$ cat src/rtl/reg_mux_arb_pkg.sv
// rtl/reg_mux_arb_pkg.sv - mode constants and one-hot grant encoder shared by the mux slice
package mux_pkg;

  localparam int MODE_IDX  = 0;
  localparam int MODE_PRIO = 1;
  localparam int MODE_RR   = 2;

  localparam int MAX_CH = 64;

  // Callers zero-extend their grant vector to MAX_CH and truncate the result to their index width.
  function automatic int unsigned grant_to_idx(input logic [MAX_CH-1:0] grant);
    int unsigned idx;
    idx = 0;
    for (int i = 0; i < MAX_CH; i++) begin
      if (grant[i]) idx = int'(unsigned'(i));
    end
    return idx;
  endfunction

endpackage

$ cat src/rtl/reg_mux_arb_if.sv
// rtl/reg_mux_arb_if.sv - producer lanes plus shared consumer port of the registered mux
interface reg_mux_arb_if #(
  parameter int WIDTH = 31,
  parameter int N_CH  = 4
);
  localparam int IDX_W = $clog2(N_CH);

  logic [N_CH-1:0]       in_valid;
  logic [N_CH*WIDTH-1:0] in_data;
  logic [N_CH-1:0]       in_ready;
  logic [IDX_W-1:0]      sel;
  logic                  out_valid;
  logic [WIDTH-1:0]      out_data;
  logic [IDX_W-1:0]      out_idx;
  logic                  out_ready;

  modport master (
    output in_valid, in_data, sel, out_ready,
    input  in_ready, out_valid, out_data, out_idx
  );

  modport slave (
    input  in_valid, in_data, sel, out_ready,
    output in_ready, out_valid, out_data, out_idx
  );
endinterface

$ cat src/rtl/reg_mux_arb_rr_arbiter.sv
// rtl/reg_mux_arb_rr_arbiter.sv - round-robin one-hot arbiter owning the rotation pointer
module rr_arbiter
  import mux_pkg::*;
#(
  parameter int N_CH = 4
) (
  input  logic            clk,
  input  logic            rst,
  input  logic [N_CH-1:0] i_valid,
  input  logic            i_advance,
  output logic [N_CH-1:0] o_grant
);
  localparam int IDX_W = $clog2(N_CH);
  localparam int CW    = IDX_W + 1;

  logic [IDX_W-1:0] r_ptr;
  logic [IDX_W-1:0] w_idx;

  // Scan from the pointer upwards; wrap explicitly so non-power-of-2 N_CH never indexes past the top.
  always_comb begin
    logic [CW-1:0] c;
    logic          found;
    o_grant = '0;
    found   = 1'b0;
    c       = '0;
    for (int off = 0; off < N_CH; off++) begin
      c = {1'b0, r_ptr} + CW'(off);
      if (c >= CW'(N_CH)) c = c - CW'(N_CH);
      if (!found && i_valid[c[IDX_W-1:0]]) begin
        o_grant[c[IDX_W-1:0]] = 1'b1;
        found                 = 1'b1;
      end
    end
  end

  assign w_idx = IDX_W'(grant_to_idx(MAX_CH'(o_grant)));

  always_ff @(posedge clk or posedge rst) begin
    if (rst) begin
      r_ptr <= '0;
    end else if (i_advance && |o_grant) begin
      r_ptr <= (int'(w_idx) == N_CH - 1) ? '0 : w_idx + IDX_W'(1);
    end
  end

endmodule

$ cat src/rtl/reg_mux_arb.sv
// rtl/reg_mux_arb.sv - N-way registered valid/ready mux with index, priority or round-robin select
module reg_mux_arb
  import mux_pkg::*;
#(
  parameter int WIDTH = 31,
  parameter int N_CH  = 4,
  parameter int MODE  = 2
) (
  input logic          aclk,
  input logic          arst,
  reg_mux_arb_if.slave bus
);
  localparam int IDX_W = $clog2(N_CH);

  logic             w_load_en;
  logic [N_CH-1:0]  w_req;
  logic [N_CH-1:0]  w_grant;
  logic [IDX_W-1:0] w_idx;
  logic [WIDTH-1:0] w_data;

  logic             r_valid;
  logic [WIDTH-1:0] r_data;
  logic [IDX_W-1:0] r_idx;

  // Gating requests with load_en (and reset) keeps every in_ready low during a stall or reset.
  assign w_load_en = (!r_valid || bus.out_ready) && !arst;
  assign w_req     = bus.in_valid & {N_CH{w_load_en}};

  generate
    if (MODE == MODE_RR) begin : g_rr
      rr_arbiter #(.N_CH(N_CH)) u_rr (
        .clk       (aclk),
        .rst       (arst),
        .i_valid   (w_req),
        .i_advance (w_load_en),
        .o_grant   (w_grant)
      );
    end else if (MODE == MODE_PRIO) begin : g_prio
      always_comb begin
        logic found;
        w_grant = '0;
        found   = 1'b0;
        for (int i = 0; i < N_CH; i++) begin
          if (!found && w_req[i]) begin
            w_grant[i] = 1'b1;
            found      = 1'b1;
          end
        end
      end
    end else begin : g_idx
      always_comb begin
        w_grant = '0;
        for (int i = 0; i < N_CH; i++) begin
          if (bus.sel == IDX_W'(i) && w_req[i]) w_grant[i] = 1'b1;
        end
      end
    end
  endgenerate

  assign w_idx = IDX_W'(grant_to_idx(MAX_CH'(w_grant)));

  always_comb begin
    w_data = '0;
    for (int i = 0; i < N_CH; i++) begin
      w_data = w_data | (bus.in_data[i*WIDTH +: WIDTH] & {WIDTH{w_grant[i]}});
    end
  end

  always_ff @(posedge aclk or posedge arst) begin
    if (arst) begin
      r_valid <= 1'b0;
      r_data  <= '0;
      r_idx   <= '0;
    end else if (w_load_en) begin
      r_valid <= |w_grant;
      if (|w_grant) begin
        r_data <= w_data;
        r_idx  <= w_idx;
      end
    end
  end

  assign bus.in_ready  = w_grant;
  assign bus.out_valid = r_valid;
  assign bus.out_data  = r_data;
  assign bus.out_idx   = r_idx;

endmodule
$ cat src/flat_wrapper.sv
// flat-port wrapper written by rule: the top's interface ports become plain ports
module reg_mux_arb_flat import mux_pkg::*;
#(
  parameter int WIDTH = 31,
  parameter int N_CH  = 4,
  parameter int MODE  = 2
)
  (aclk, arst, bus_in_valid, bus_in_data, bus_sel, bus_out_ready, bus_in_ready, bus_out_valid, bus_out_data, bus_out_idx);
  reg_mux_arb_if #(.WIDTH(WIDTH), .N_CH(N_CH)) bus_i ();
  input logic aclk;
  input logic arst;
  input wire logic [$bits(bus_i.in_valid)-1:0] bus_in_valid;
  input wire logic [$bits(bus_i.in_data)-1:0] bus_in_data;
  input wire logic [$bits(bus_i.sel)-1:0] bus_sel;
  input wire logic [$bits(bus_i.out_ready)-1:0] bus_out_ready;
  output wire logic [$bits(bus_i.in_ready)-1:0] bus_in_ready;
  output wire logic [$bits(bus_i.out_valid)-1:0] bus_out_valid;
  output wire logic [$bits(bus_i.out_data)-1:0] bus_out_data;
  output wire logic [$bits(bus_i.out_idx)-1:0] bus_out_idx;
  assign bus_i.in_valid = bus_in_valid;
  assign bus_i.in_data = bus_in_data;
  assign bus_i.sel = bus_sel;
  assign bus_i.out_ready = bus_out_ready;
  assign bus_in_ready = bus_i.in_ready;
  assign bus_out_valid = bus_i.out_valid;
  assign bus_out_data = bus_i.out_data;
  assign bus_out_idx = bus_i.out_idx;
  reg_mux_arb #(.WIDTH(WIDTH), .N_CH(N_CH), .MODE(MODE)) u_core (.aclk(aclk), .arst(arst), .bus(bus_i));
endmodule
$ cat config.mk
export PLATFORM = sky130hd
export DESIGN_NAME = reg_mux_arb_flat
export DESIGN_NICKNAME = d
export VERILOG_FILES = /design/src/rtl/reg_mux_arb_pkg.sv /design/src/rtl/reg_mux_arb_if.sv /design/src/rtl/reg_mux_arb_rr_arbiter.sv /design/src/rtl/reg_mux_arb.sv /design/src/flat_wrapper.sv
export SDC_FILE = /design/constraint.sdc
export NUM_CORES = 1
export LEC_CHECK = 0
export CAP_MARGIN = 10
export CORE_MARGIN = 2
export CORE_UTILIZATION = 39
export CTS_BUF_LIST = sky130_fd_sc_hd__clkbuf_4 sky130_fd_sc_hd__clkbuf_8
export DETAILED_ROUTE_END_ITERATION = 10
export HOLD_SLACK_MARGIN = 0.06
export MAX_ROUTING_LAYER = met4
export PLACE_DENSITY_LB_ADDON = 0.05
export SLEW_MARGIN = 40
export SYNTH_ARGS = -nofsm -noshare
export SYNTH_HDL_FRONTEND = slang
export SYNTH_HIERARCHICAL = 1
export SYNTH_SLANG_ARGS = --single-unit
$ cat constraint.sdc
create_clock -name aclk -period 7.2 [get_ports aclk]
set_clock_uncertainty 0.05 [all_clocks]
set_input_delay 1.8 -clock aclk [delete_from_list [all_inputs] [get_ports aclk]]
set_output_delay 1.8 -clock aclk [all_outputs]
set_load 0.02 [all_outputs]
* Yosys cells after proc, flatten, opt, wreduce, memory -nomap -nowiden
Index checks and enable logic that the tools add are counted.
** Storage, ports and cells
- Word-level logic and storage cells :: 84
- Input port bits :: 133
- Output and inout bits :: 38
- Register bits after elaboration :: 36
** Cells by class
- Bitwise gates (word level) :: 11
- Reductions and logical operators :: 17
- Eq/ne operators :: 1
- Magnitude comparators :: 12
- Multiplexer cells :: 31
- $add $sub $neg :: 8
** Operator list (count)
- 31-bit bitwise AND :: 4
- 31-bit OR :: 3
- 4-bit two-way mux :: 4
- 2-bit two-way mux :: 7
- 2-bit by 3-bit < comparator with 1-bit output (second input constant) :: 4
- 1-bit two-way mux :: 12
- 4-bit OR :: 3
- 3-bit >= comparator (second input constant) :: 3
- 1-bit logical AND :: 9
- 1-bit binary-select mux with 2-bit select :: 4
- 1-bit demux with 2-bit select :: 4
- 2-bit by 1-bit >= comparator with 1-bit output (second input constant) :: 4
- 2-bit by 1-bit subtractor with 2-bit output (second input constant) :: 4
- 2-bit by 2-bit adder with 3-bit output (second input constant) :: 2
- 1-bit zero test :: 5
- 4-bit bitwise AND :: 1
- 4-bit OR reduction :: 1
- 2-bit by 1-bit adder with 3-bit output (second input constant) :: 1
- 2-bit by 3-bit >= comparator with 1-bit output (second input constant) :: 1
- 2-bit by 1-bit adder with 2-bit output (second input constant) :: 1
- 2-bit by 1-bit equality test with 1-bit output (second input constant) :: 1
- 2-bit AND reduction :: 1
- 1-bit logical OR :: 1

* Longest topological paths before layout
Gate-level depths: netlist of the first run.
- Word-level depth :: 21
- Depth in mapped cells :: 14

* Hierarchy
The synthesis of the first run kept the hierarchy.
** By module, submodules not included
- reg_mux_arb :: instances 1, area each 1981.9 um^2, seq. area each 850.8 um^2, cells an instance 194
- rr_arbiter :: instances 1, area each 503.0 um^2, seq. area each 50.0 um^2, cells an instance 49

* Worst setup path after synthesis of the first run
Ideal clock, no wire load.
- Path type :: input port to output port
- From :: input port bus_out_ready
- To :: output port bus_in_ready[0]
- Buffers on the path :: 0
- Setup slack :: 1.555 ns
- Cell stages on the path :: 8
- Arrival :: 3.795 ns
- Required time :: 5.350 ns
- Path through :: inv_1 a21o_1 inv_1 and2_1 mux4_2 and2b_2 a221oi_1 o2bb2ai_1
** On the way
- Word-level cells in the longest chain between the ends :: 15
- Elaborated cells between the ends (all ways) :: 27
- Classes of those cells :: mux (15); bitwise (4); reduce/logical (8)
** RTL lines
- from (decl) :: RTL line flat_wrapper.sv:15 : input wire logic [$bits(bus_i.out_ready)-1:0] bus_out_ready;
- 1-bit logical OR * :: RTL line reg_mux_arb.sv:26 : assign w_load_en = (!r_valid || bus.out_ready) && !arst;
- 1-bit logical AND * :: RTL line reg_mux_arb.sv:26
- via u_core.w_load_en :: RTL line reg_mux_arb.sv:15 : logic w_load_en;
- 4-bit bitwise AND * :: RTL line reg_mux_arb.sv:27 : assign w_req = bus.in_valid & {N_CH{w_load_en}};
- via u_core.w_req[2] :: RTL line reg_mux_arb.sv:16 : logic [N_CH-1:0] w_req;
- 1-bit binary-select mux with 2-bit select :: RTL line reg_mux_arb_rr_arbiter.sv:29 : if (!found && i_valid[c[IDX_W-1:0]]) begin
- 1-bit two-way mux (not written as such) :: RTL line reg_mux_arb_rr_arbiter.sv:29
- 1-bit two-way mux :: RTL line reg_mux_arb_rr_arbiter.sv:29
- 1-bit zero test :: RTL line reg_mux_arb_rr_arbiter.sv:29
- 1-bit logical AND :: RTL line reg_mux_arb_rr_arbiter.sv:29
- 1-bit two-way mux :: RTL line reg_mux_arb_rr_arbiter.sv:29
- 1-bit zero test :: RTL line reg_mux_arb_rr_arbiter.sv:29
- 1-bit logical AND :: RTL line reg_mux_arb_rr_arbiter.sv:29
- 1-bit two-way mux :: RTL line reg_mux_arb_rr_arbiter.sv:29
- 1-bit zero test :: RTL line reg_mux_arb_rr_arbiter.sv:29
- 1-bit logical AND :: RTL line reg_mux_arb_rr_arbiter.sv:29
- 4-bit two-way mux * :: RTL line reg_mux_arb_rr_arbiter.sv:29
- to (decl) :: RTL line flat_wrapper.sv:16 : output wire logic [$bits(bus_i.in_ready)-1:0] bus_in_ready;
The timed path passes the listed nets; every way through them passes the cells marked *. The select of a mux whose other input is x is not followed.

* Worst setup path after layout of the first run
- From :: input port arst
- To :: output port bus_in_ready[3]
** On the way
- Word-level cells in the longest chain between the ends :: 15
- Elaborated cells between the ends (all ways) :: 27
- Classes of those cells :: mux (15); bitwise (4); reduce/logical (8)
** RTL lines
- from (decl) :: RTL line flat_wrapper.sv:11 : input logic arst;
- 1-bit zero test * :: RTL line reg_mux_arb.sv:26
- 1-bit logical AND * :: RTL line reg_mux_arb.sv:26
- via u_core.w_load_en :: RTL line reg_mux_arb.sv:15
- 4-bit bitwise AND * :: RTL line reg_mux_arb.sv:27
- via u_core.w_req[2] :: RTL line reg_mux_arb.sv:16
- 1-bit binary-select mux with 2-bit select :: RTL line reg_mux_arb_rr_arbiter.sv:29
- 1-bit two-way mux (not written as such) :: RTL line reg_mux_arb_rr_arbiter.sv:29
- 1-bit two-way mux :: RTL line reg_mux_arb_rr_arbiter.sv:29
- 1-bit zero test :: RTL line reg_mux_arb_rr_arbiter.sv:29
- 1-bit logical AND :: RTL line reg_mux_arb_rr_arbiter.sv:29
- 1-bit two-way mux :: RTL line reg_mux_arb_rr_arbiter.sv:29
- 1-bit zero test :: RTL line reg_mux_arb_rr_arbiter.sv:29
- 1-bit logical AND :: RTL line reg_mux_arb_rr_arbiter.sv:29
- 1-bit two-way mux :: RTL line reg_mux_arb_rr_arbiter.sv:29
- 1-bit zero test :: RTL line reg_mux_arb_rr_arbiter.sv:29
- 1-bit logical AND :: RTL line reg_mux_arb_rr_arbiter.sv:29
- 4-bit two-way mux * :: RTL line reg_mux_arb_rr_arbiter.sv:29
Marked as above.

==> results of run 1 <==
==> synthesized netlist by cell type <==
| cell | number | share of area [%] |
|---|---|---|
| a21oi_1 | 3 | 0.60 |
| nor2_1 | 2 | 0.30 |
| a21oi_2 | 1 | 0.35 |
| mux2_2 | 4 | 1.8 |
| a211o_2 | 1 | 0.40 |
| a21o_1 | 2 | 0.60 |
| and2_1 | 4 | 1.0 |
| dfrtp_1 | 36 | 36 |
| nand3b_1 | 4 | 1.2 |
| o22ai_1 | 1 | 0.25 |
| a221oi_1 | 1 | 0.35 |
| nor3b_1 | 1 | 0.30 |
| nand2_1 | 38 | 5.7 |
| o21ai_0 | 1 | 0.20 |
| a221oi_4 | 2 | 2.1 |
| mux4_2 | 3 | 2.7 |
| ha_1 | 8 | 4.0 |
| nor3_1 | 1 | 0.20 |
| inv_1 | 10 | 1.5 |
| clkbuf_1 | 12 | 1.8 |
| mux2_1 | 27 | 12 |
| and2b_2 | 2 | 0.71 |
| inv_2 | 1 | 0.15 |
| or3b_2 | 1 | 0.35 |
| buf_2 | 3 | 0.60 |
| a221o_2 | 1 | 0.45 |
| and3b_1 | 1 | 0.35 |
| o41ai_4 | 1 | 1.1 |
| mux2_4 | 1 | 0.60 |
| mux2i_1 | 2 | 0.81 |
| a221o_1 | 1 | 0.40 |
| o2bb2ai_1 | 1 | 0.35 |
| a22oi_1 | 62 | 19 |
| a2111o_1 | 1 | 0.45 |
| buf_4 | 3 | 0.91 |
==> worst max path at each step <==
stage | start | endpoint | cells past startpoint
2_1_floorplan | bus_out_ready | bus_in_ready[0] | 8
3_3_place_gp | bus_out_ready | bus_in_ready[3] | 10
3_5_place_dp | arst | bus_in_ready[3] | 9
4_1_cts | arst | bus_in_ready[3] | 9
5_1_grt | arst | bus_in_ready[3] | 9
6_report | arst | bus_in_ready[3] | 9
==> stage by stage <==
stage / setup slack, ns / power (mW) / instance area [µm²]
2_1_floorplan: 1.56 / 1.16 / 2480
3_3_place_gp: 0.607 / 1.59 / 4240
3_5_place_dp: 0.513 / 1.63 / 4240
4_1_cts: 0.508 / 1.79 / 4340
5_1_grt: 0.401 / 1.90 / 4340
6_report: 0.515 / 1.77 / 4340
==> state kept, by name, summed over array words and instances, names as in the netlist <==
name and flops:
u_core/bus.out_data 31, u_core/bus.out_idx 2, u_core/g_rr.u_rr/r_ptr 2, u_core/bus.out_valid 1
==> power groups by stage <==
stage,sequential (mW),clock [mW],combinational [mW]
after detailed placement,0.358,0,1.27
final,0.354,0.152,1.26
after global placement,0.353,0,1.24
after global routing,0.369,0.168,1.36
after floorplan,0.455,0,0.705
after CTS,0.356,0.157,1.27
==> layout make-up <==
cell class                 instances  area [µm²]
timing repair buffer             174        1740
tap                               77        96.3
multi-input combinational        178        1470
fill                             505        1900
sequential                        36         901
inverter                          11        41.3
clock buffer                       8        97.6
==> worst register-to-register path, stage by stage, from the launching register on <==
cell and delay, ns:
dfrtp_1 0.58, inv_1 0.21, ha_1 0.39, or3b_2 0.45
a2111o_1 0.42, nand2_1 0.21, a221o_1 0.21, buf_4 0.40
nor2_1 0.16, a221oi_4 0.64, buf_12 0.27, mux2_1 0.35
==> metal layers <==
layer  vias to the layer above  part of all wire, %
met5                         -                    0
met3                         7                  7.8
met1                      1238                   41
met2                       111                   50
met4                         0                  1.1
li1                       1250                    -
==> kinds of logic (layout without fill, tap and decap cells) <==
logic type | Yosys count | after routing | share of synthesized area (%)
DFF | 36 | 36 | 36.3
adders and majority gates | 8 | 8 | 4.03
buffers and inverters | 29 | 193 | 4.98
AOI/OAI and AO/OA | 79 | 79 | 26.4
muxes | 37 | 37 | 18.2
and+or+nand+nor | 54 | 54 | 10.2
==> results.ini, run 1 <==
[floorplanning]
die_w_um = 83.8
die-area_um2 = 7030
row_count = 29
start_util_pct = 39.8
die_h_um = 83.8
core-area_um2 = 6240
io_pins = 171

[timing]
worst_slew_pin_slew_ns = 0.706
relSlewSlack_pct = 52.9
period_share_pct = 92.9
hold_viol_final = 0
fmax_ghz = 0.150
holdWs_ns = 0.434
rsz0062_at_grt = no
fin_crit_ns = 6.69
setup_viol = 0
fin_setup_tns_ns = 0
finalMaxSlewViolations = 0

[power_and_ir_drop]
p_leak_nw = 1.87
clkPwrFrac_pct = 8.6
power.density_nw_per_um2 = 407
p_int_uw = 977
switchingPower_uw = 789
ir_drop_uv = 342
swShare_pct = 44.7
combPwrFrac_pct = 71.4
p_seq_share_pct = 20.0

[worst_setup_path]
crit_type = input pin to primary output
crit_fanout = 6
max_stage_delay_ns = 0.60
timing.rr.start = u_core/g_rr.u_rr/r_ptr[0]
cp.arrival_ns = 4.84
critPathSlowestCell = clkdlybuf4s50_1
cp.required_ns = 5.35
critical_path.top_delay_family = buffers and inverters
worst-path-buf-inv = 3
rrSetupSlack_ns = 2.73
endpoint_kind = primary output
cpMostUsedCell = clkdlybuf4s50_1
r2r_cells = 11
r2r_end = u_core/bus.out_data[22]
start_kind = input pin
crit_chain = clkdlybuf4s50_1 -> a21o_1 -> inv_1 -> and2_1 -> or3b_2 -> a2111o_1 -> nand2_1 -> a221o_1 -> clkdlybuf4s50_1

[min_path]
hold_depth = 1
hold_path.class = flip-flop to flip-flop
hold-path-endpoint = u_core/bus.out_data[16]
hp-start = u_core/bus.out_data[16]

[clocking]
post_cts_buffers = 0
cts_root_buf = clkbuf_8
cts-buffers-inserted = 5
clkLatencyLatePin_ns = 0.28
clk_pin_slew_ns = 0.07
hold_buffers = 0
cts_tree = done
clock-sinks = 36
cts_buffer_depth = 2
cts_max_level = 2
post_cts_resized = 0

[finish]
postLayoutCoreUtil_pct = 69.6
final_common_cell = clkdlybuf4s50_1
final_cell_mix = clkdlybuf4s50_1, a22oi_1, nand2_1
layout-drive-gt1-share_pct = 8.11
antenna_cells = 0
nNetsFinal = 547
area_growth_pct = 74.7
finalNonFillerCells = 484

[placed_design]
gp_congestion = 0.811
port_buffers = 168
dp.cells = 476
hpwlAfterDp_mm = 6.15

[routing]
vias = 2606
drc = 0
routed_wl_mm = 8.09
drt_iter0_drc = 122
vias_per_cell = 5.38
dr.pass1.iters = 4
drtAntennaViolNets = 0
wl_per_cell_um = 16.7

[global_routing]
use_met2_pct = 39.8
grt-busiest-layer = met2
antenna_found_initial = 0
use_met1_pct = 28.7
grt_max_degree = 37
grt_pass1_wl_mm = 13.0
track_usage_pct = 23.6
grt_util_met3_pct = 4.95
grt_pass1_vias = 2617
grt_overflow = 0

[run_status]
status = complete, no violations

[logic_synthesis]
avgSynthCellArea_um2 = 10.2
syn-num-nets = 384
netlist_instances = 243
ys_types = 35
ys_ff_latch = 36
yosysSeqAreaShare_pct = 36.3
synth_area_um2 = 2480
yosysWarnings = 6

[flow_run]
max_cap_viol_count = 0

Power figures use the tool's default switching activity.
==> run 2, diff against run 1 <==
CTS_BUF_LIST = unset   (was sky130_fd_sc_hd__clkbuf_4 sky130_fd_sc_hd__clkbuf_8)
==> results.ini, run 2 (synthesis results as in run 1) <==
[finish]
area_growth_pct = 74.4  ; was 74.7%
postLayoutCoreUtil_pct = 69.4  ; was 69.6%
nNetsFinal = 547  ; unchanged
seq_area_um2 = 901  ; unchanged
antenna_cells = 0  ; unchanged
final_common_cell = clkdlybuf4s50_1  ; unchanged
fill_cells = 505  ; unchanged
multiInputGateArea_um2 = 1470  ; unchanged
final_cell_mix = clkdlybuf4s50_1, a22oi_1, nand2_1  ; unchanged
fin_area_um2 = 4330  ; was 4340 µm²
largest_reg_flops = 31  ; unchanged
layout-drive-gt1-share_pct = 7.62  ; was 8.11%
finalNonFillerCells = 484  ; unchanged

[clocking]
cts_max_level = 2  ; unchanged
clock-sinks = 36  ; unchanged
cts-buffers-inserted = 5  ; unchanged
cts_tree = done  ; unchanged
clkLatencyLatePin_ns = 0.28  ; about the same
cts_root_buf = clkbuf_8  ; unchanged
cts_buffer_depth = 2  ; unchanged
post_cts_buffers = 0  ; unchanged
clk_pin_slew_ns = 0.07  ; about the same
post_cts_resized = 0  ; unchanged
hold_buffers = 0  ; unchanged

[flow_run]
max_cap_viol_count = 0  ; unchanged

[timing]
relSlewSlack_pct = 51.3  ; was 52.9%
fin_ws_ns = 0.511  ; was 0.515 ns
hold_viol_final = 0  ; unchanged
fmax_ghz = 0.150  ; about the same
finalMaxSlewViolations = 0  ; unchanged
setup_viol = 0  ; unchanged
fin_crit_ns = 6.69  ; about the same
rsz0062_at_grt = no  ; unchanged
holdWs_ns = 0.435  ; was 0.434 ns
worst_slew_pin_slew_ns = 0.731  ; was 0.706 ns
fin_setup_tns_ns = 0  ; unchanged
period_share_pct = 92.9  ; about the same

[worst_setup_path]
max_stage_delay_ns = 0.60  ; about the same
critical_path.top_delay_family = buffers and inverters  ; unchanged
cp.required_ns = 5.35  ; about the same
cp.arrival_ns = 4.84  ; about the same
cpMostUsedCell = clkdlybuf4s50_1  ; unchanged
start_kind = input pin  ; unchanged
crit_fanout = 6  ; unchanged
crit_chain = clkdlybuf4s50_1 -> a21o_1 -> inv_1 -> and2_1 -> or3b_2 -> a2111o_1 -> nand2_1 -> a221o_1 -> clkdlybuf4s50_1  ; unchanged
crit_type = input pin to primary output  ; unchanged
critPathSlowestCell = clkdlybuf4s50_1  ; unchanged
worst-path-buf-inv = 3  ; unchanged
endpoint_kind = primary output  ; unchanged

[global_routing]
use_met1_pct = 28.7  ; unchanged
grt-busiest-layer = met2  ; unchanged
grt_overflow = 0  ; unchanged
use_met2_pct = 40.3  ; was 39.8%
grt_pass1_wl_mm = 13.0  ; about the same
track_usage_pct = 23.7  ; was 23.6%
grt_pass1_vias = 2615  ; was 2,617
grt_max_degree = 37  ; unchanged
antenna_found_initial = 0  ; unchanged
grt_util_met3_pct = 4.95  ; unchanged

[routing]
vias = 2605  ; was 2,606
drc = 0  ; unchanged
drt_iter0_drc = 112  ; was 122
dr.pass1.iters = 4  ; unchanged
routed_wl_mm = 8.16  ; was 8.09 mm
drtAntennaViolNets = 0  ; unchanged
wl_per_cell_um = 16.9  ; was 16.7 µm
vias_per_cell = 5.38  ; about the same

[floorplanning]
die-area_um2 = 7030  ; unchanged
die_w_um = 83.8  ; unchanged
row_count = 29  ; unchanged
die_h_um = 83.8  ; unchanged
start_util_pct = 39.8  ; unchanged
core-area_um2 = 6240  ; unchanged
io_pins = 171  ; unchanged

[placed_design]
hpwlAfterDp_mm = 6.15  ; unchanged
dpl_cell_area_um2 = 4240  ; unchanged
post-place-ws_ns = 0.513  ; unchanged
dp.cells = 476  ; unchanged
port_buffers = 168  ; unchanged
gp_congestion = 0.811  ; unchanged

[run_status]
status = complete, no violations  ; unchanged

[power_and_ir_drop]
power.density_nw_per_um2 = 407  ; about the same
p_leak_nw = 1.86  ; was 1.87 nW
power_mw = 1.76  ; was 1.77 mW
ir_drop_uv = 329  ; was 342 µV

[min_path]
hold_path.class = flip-flop to flip-flop  ; unchanged

[run 2: routing by layer]
layer  vias to the layer above  wire (µm)
li1                       1247          -
met1                      1243       3450
met2                       106       4110
met3                         9        533
met4                         0         65
met5                         -          0
[run 2: path summary, 6_finish.rpt]
| check | start | to | slack, ns | depth (start not counted) |
|---|---|---|---|---|
| hold / removal | u_core/bus.out_data[16] | u_core/bus.out_data[16] | 0.43 | 1 |
| max in group asynchronous | arst | u_core/bus.out_data[14] | 4.51 | 3 |
| setup reg to reg | u_core/g_rr.u_rr/r_ptr[0] | u_core/bus.out_data[22] | 2.71 | 11 |
| min in group asynchronous | arst | u_core/g_rr.u_rr/r_ptr[0] | 1.79 | 2 |
| setup / recovery | arst | bus_in_ready[3] | 0.51 | 9 |
| hold reg to reg | u_core/bus.out_data[16] | u_core/bus.out_data[16] | 0.43 | 1 |
[run 2: worst register-to-register path, stage by stage, from the launching register on]
cell	delay, ns
dfrtp_1	0.58
inv_1	0.21
ha_1	0.40
or3b_2	0.45
a2111o_1	0.42
nand2_1	0.21
a221o_1	0.21
buf_4	0.40
nor2_1	0.16
a221oi_4	0.66
buf_12	0.27
mux2_1	0.35
[run 2: final cells by class]
| class | instances | share of cell area (%) |
|---|---|---|
| clock buffer | 8 | 2.08 |
| multi-input combinational | 178 | 33.8 |
| timing repair buffer | 174 | 40.1 |
| sequential | 36 | 20.8 |
| inverter | 11 | 0.953 |
| tap | 77 | 2.22 |
[run 2: power breakdown]
group,total (mW),internal (mW),switching (mW)
clock network,0.145,0.0780,0.0672
registers,0.354,0.298,0.0562
logic,1.26,0.593,0.670
==> run 3, diff against run 2 <==
CORE_UTILIZATION = 40   (was 39)
DONT_BUFFER_PORTS = 1   (was unset)
SETUP_SLACK_MARGIN = 0.02   (was unset)
==> results.ini, run 3 (synthesis results as in run 1) <==
[flow_run]
max_cap_viol_count = 0  ; unchanged

[global_routing]
grt_pass1_vias = 2075  ; was 2,615
track_usage_pct = 19.1  ; was 23.7%
grt_max_degree = 37  ; unchanged
antenna_found_initial = 0  ; unchanged
grt_overflow = 0  ; unchanged
grt_pass1_wl_mm = 10.4  ; was 13.0 mm

[floorplanning]
start_util_pct = 41.7  ; was 39.8%
die_w_um = 82.8  ; was 83.8 µm
io_pins = 171  ; unchanged
die-area_um2 = 6860  ; was 7030 µm²
core-area_um2 = 5960  ; was 6240 µm²
die_h_um = 82.8  ; was 83.8 µm
row_count = 28  ; was 29

[clocking]
clock-sinks = 36  ; unchanged
post_cts_buffers = 0  ; unchanged
cts_root_buf = clkbuf_8  ; unchanged
clkLatencyLatePin_ns = 0.28  ; about the same
clk_pin_slew_ns = 0.07  ; about the same
post_cts_resized = 0  ; unchanged
cts_buffer_depth = 2  ; unchanged
hold_buffers = 0  ; unchanged
cts_tree = done  ; unchanged
cts-buffers-inserted = 5  ; unchanged
cts_max_level = 2  ; unchanged

[run_status]
status = complete, no violations  ; unchanged

[worst_setup_path]
max_stage_delay_ns = 0.45  ; was 0.60 ns
endpoint_kind = primary output  ; unchanged
cp.arrival_ns = 4.09  ; was 4.84 ns
cpMostUsedCell = inv_1  ; was clkdlybuf4s50_1
cp.required_ns = 5.35  ; about the same
start_kind = input pin  ; unchanged
crit_chain = inv_1 -> a21o_1 -> inv_1 -> and2_1 -> or3b_2 -> a2111o_1 -> nand2_1 -> o2bb2ai_4 -> buf_16  ; was clkdlybuf4s50_1 -> a21o_1 -> inv_1 -> and2_1 -> or3b_2 -> a2111o_1 -> nand2_1 -> a221o_1 -> clkdlybuf4s50_1
critPathSlowestCell = or3b_2  ; was clkdlybuf4s50_1
crit_type = input pin to primary output  ; unchanged
crit_fanout = 19  ; was 6

[timing]
worst_slew_pin_slew_ns = 0.710  ; was 0.731 ns
hold_viol_final = 0  ; unchanged
setup_viol = 0  ; unchanged
fin_ws_ns = 1.26  ; was 0.511 ns
relSlewSlack_pct = 52.6  ; was 51.3%
fmax_ghz = 0.168  ; was 0.150 GHz
fin_setup_tns_ns = 0  ; unchanged
period_share_pct = 82.6  ; was 92.9%
holdWs_ns = 0.591  ; was 0.435 ns
fin_crit_ns = 5.94  ; was 6.69 ns
finalMaxSlewViolations = 0  ; unchanged
rsz0062_at_grt = no  ; unchanged

[routing]
drt_iter0_drc = 95  ; was 112
vias = 1990  ; was 2,605
drc = 0  ; unchanged
vias_per_cell = 6.36  ; was 5.38
routed_wl_mm = 6.50  ; was 8.16 mm
dr.pass1.iters = 4  ; unchanged
wl_per_cell_um = 20.8  ; was 16.9 µm
drtAntennaViolNets = 0  ; unchanged

[finish]
layout-drive-gt1-share_pct = 13.4  ; was 7.62%
area_growth_pct = 7.00  ; was 74.4%
antenna_cells = 0  ; unchanged
finalNonFillerCells = 313  ; was 484
final_cell_mix = a22oi_1, nand2_1, dfrtp_1  ; was clkdlybuf4s50_1, a22oi_1, nand2_1
nNetsFinal = 379  ; was 547
final_common_cell = a22oi_1  ; was clkdlybuf4s50_1
largest_reg_flops = 31  ; unchanged

[power_and_ir_drop]
ir_drop_uv = 316  ; was 329 µV
switchingPower_uw = 732  ; was 794 µW
combPwrFrac_pct = 58.8  ; was 71.7%
clkPwrFrac_pct = 9.0  ; was 8.2%
p_leak_nw = 1.22  ; was 1.86 nW
p_seq_share_pct = 32.2  ; was 20.1%
p_int_uw = 748  ; was 969 µW
power.density_nw_per_um2 = 556  ; was 407 nW/µm²
swShare_pct = 49.5  ; was 45.0%

[min_path]
hold_path.class = flip-flop to flip-flop  ; unchanged

[placed_design]
port_buffers = 0  ; was 168
hpwlAfterDp_mm = 4.86  ; was 6.15 mm
gp_congestion = 0.832  ; was 0.811
dp.cells = 306  ; was 476
post-place-ws_ns = 1.26  ; was 0.513 ns

-- run 3: area by class of cell --
type | count | area (µm²)
timing repair buffer | 6 | 65.1
clock buffer | 6 | 72.6
clock inverter | 1 | 5.00
fill | 571 | 3300
sequential | 36 | 901
tap | 75 | 93.8
inverter | 11 | 41.3
multi-input combinational | 178 | 1480
-- run 3: worst paths after layout --
| path | start | end | slack, ns | depth (start not counted) |
|---|---|---|---|---|
| min in group asynchronous | arst | u_core/g_rr.u_rr/r_ptr[1] | 1.21 | 1 |
| max reg2reg | u_core/g_rr.u_rr/r_ptr[0] | u_core/bus.out_data[23] | 2.79 | 11 |
| min reg2reg | u_core/bus.out_idx[1] | u_core/bus.out_idx[1] | 0.59 | 2 |
| min | u_core/bus.out_idx[1] | u_core/bus.out_idx[1] | 0.59 | 2 |
| max | bus_out_ready | bus_in_ready[0] | 1.26 | 9 |
| max in group asynchronous | arst | u_core/bus.out_data[4] | 4.93 | 2 |
-- run 3: power groups by stage --
stage / sequential, mW / clock (mW) / combinational, mW
floorplan: 0.455 / 0 / 0.705
global placement: 0.481 / 0 / 0.807
detailed placement: 0.484 / 0 / 0.877
CTS: 0.480 / 0.141 / 0.877
global route: 0.490 / 0.150 / 0.971
finish: 0.476 / 0.133 / 0.870
-- run 3: critical path: cells and delay by family --
kind	cells	cell delay [ns]
AOI/OAI and AO/OA	3	0.94
buffers and inverters	3	0.43
and+or+nand+nor	3	0.92
-- run 3: per-layer routing --
metal | vias to the layer above | track usage [%] | wire length [µm]
met3 | 10 | 5.17 | 547
met2 | 113 | 33.3 | 3300
met4 | 0 | 5.96 | 108
li1 | 900 | - | -
met1 | 967 | 21.3 | 2540
met5 | - | - | 0
-- run 3: metrics by stage --
stage / area, µm² / utilization (%) / power [mW]
final: 2660 / 44.6 / 1.48
after global routing: 2660 / 44.6 / 1.61
after CTS: 2660 / 44.6 / 1.50
after detailed placement: 2580 / 43.3 / 1.36
after global placement: 2550 / 42.9 / 1.29
after floorplan: 2480 / - / 1.16
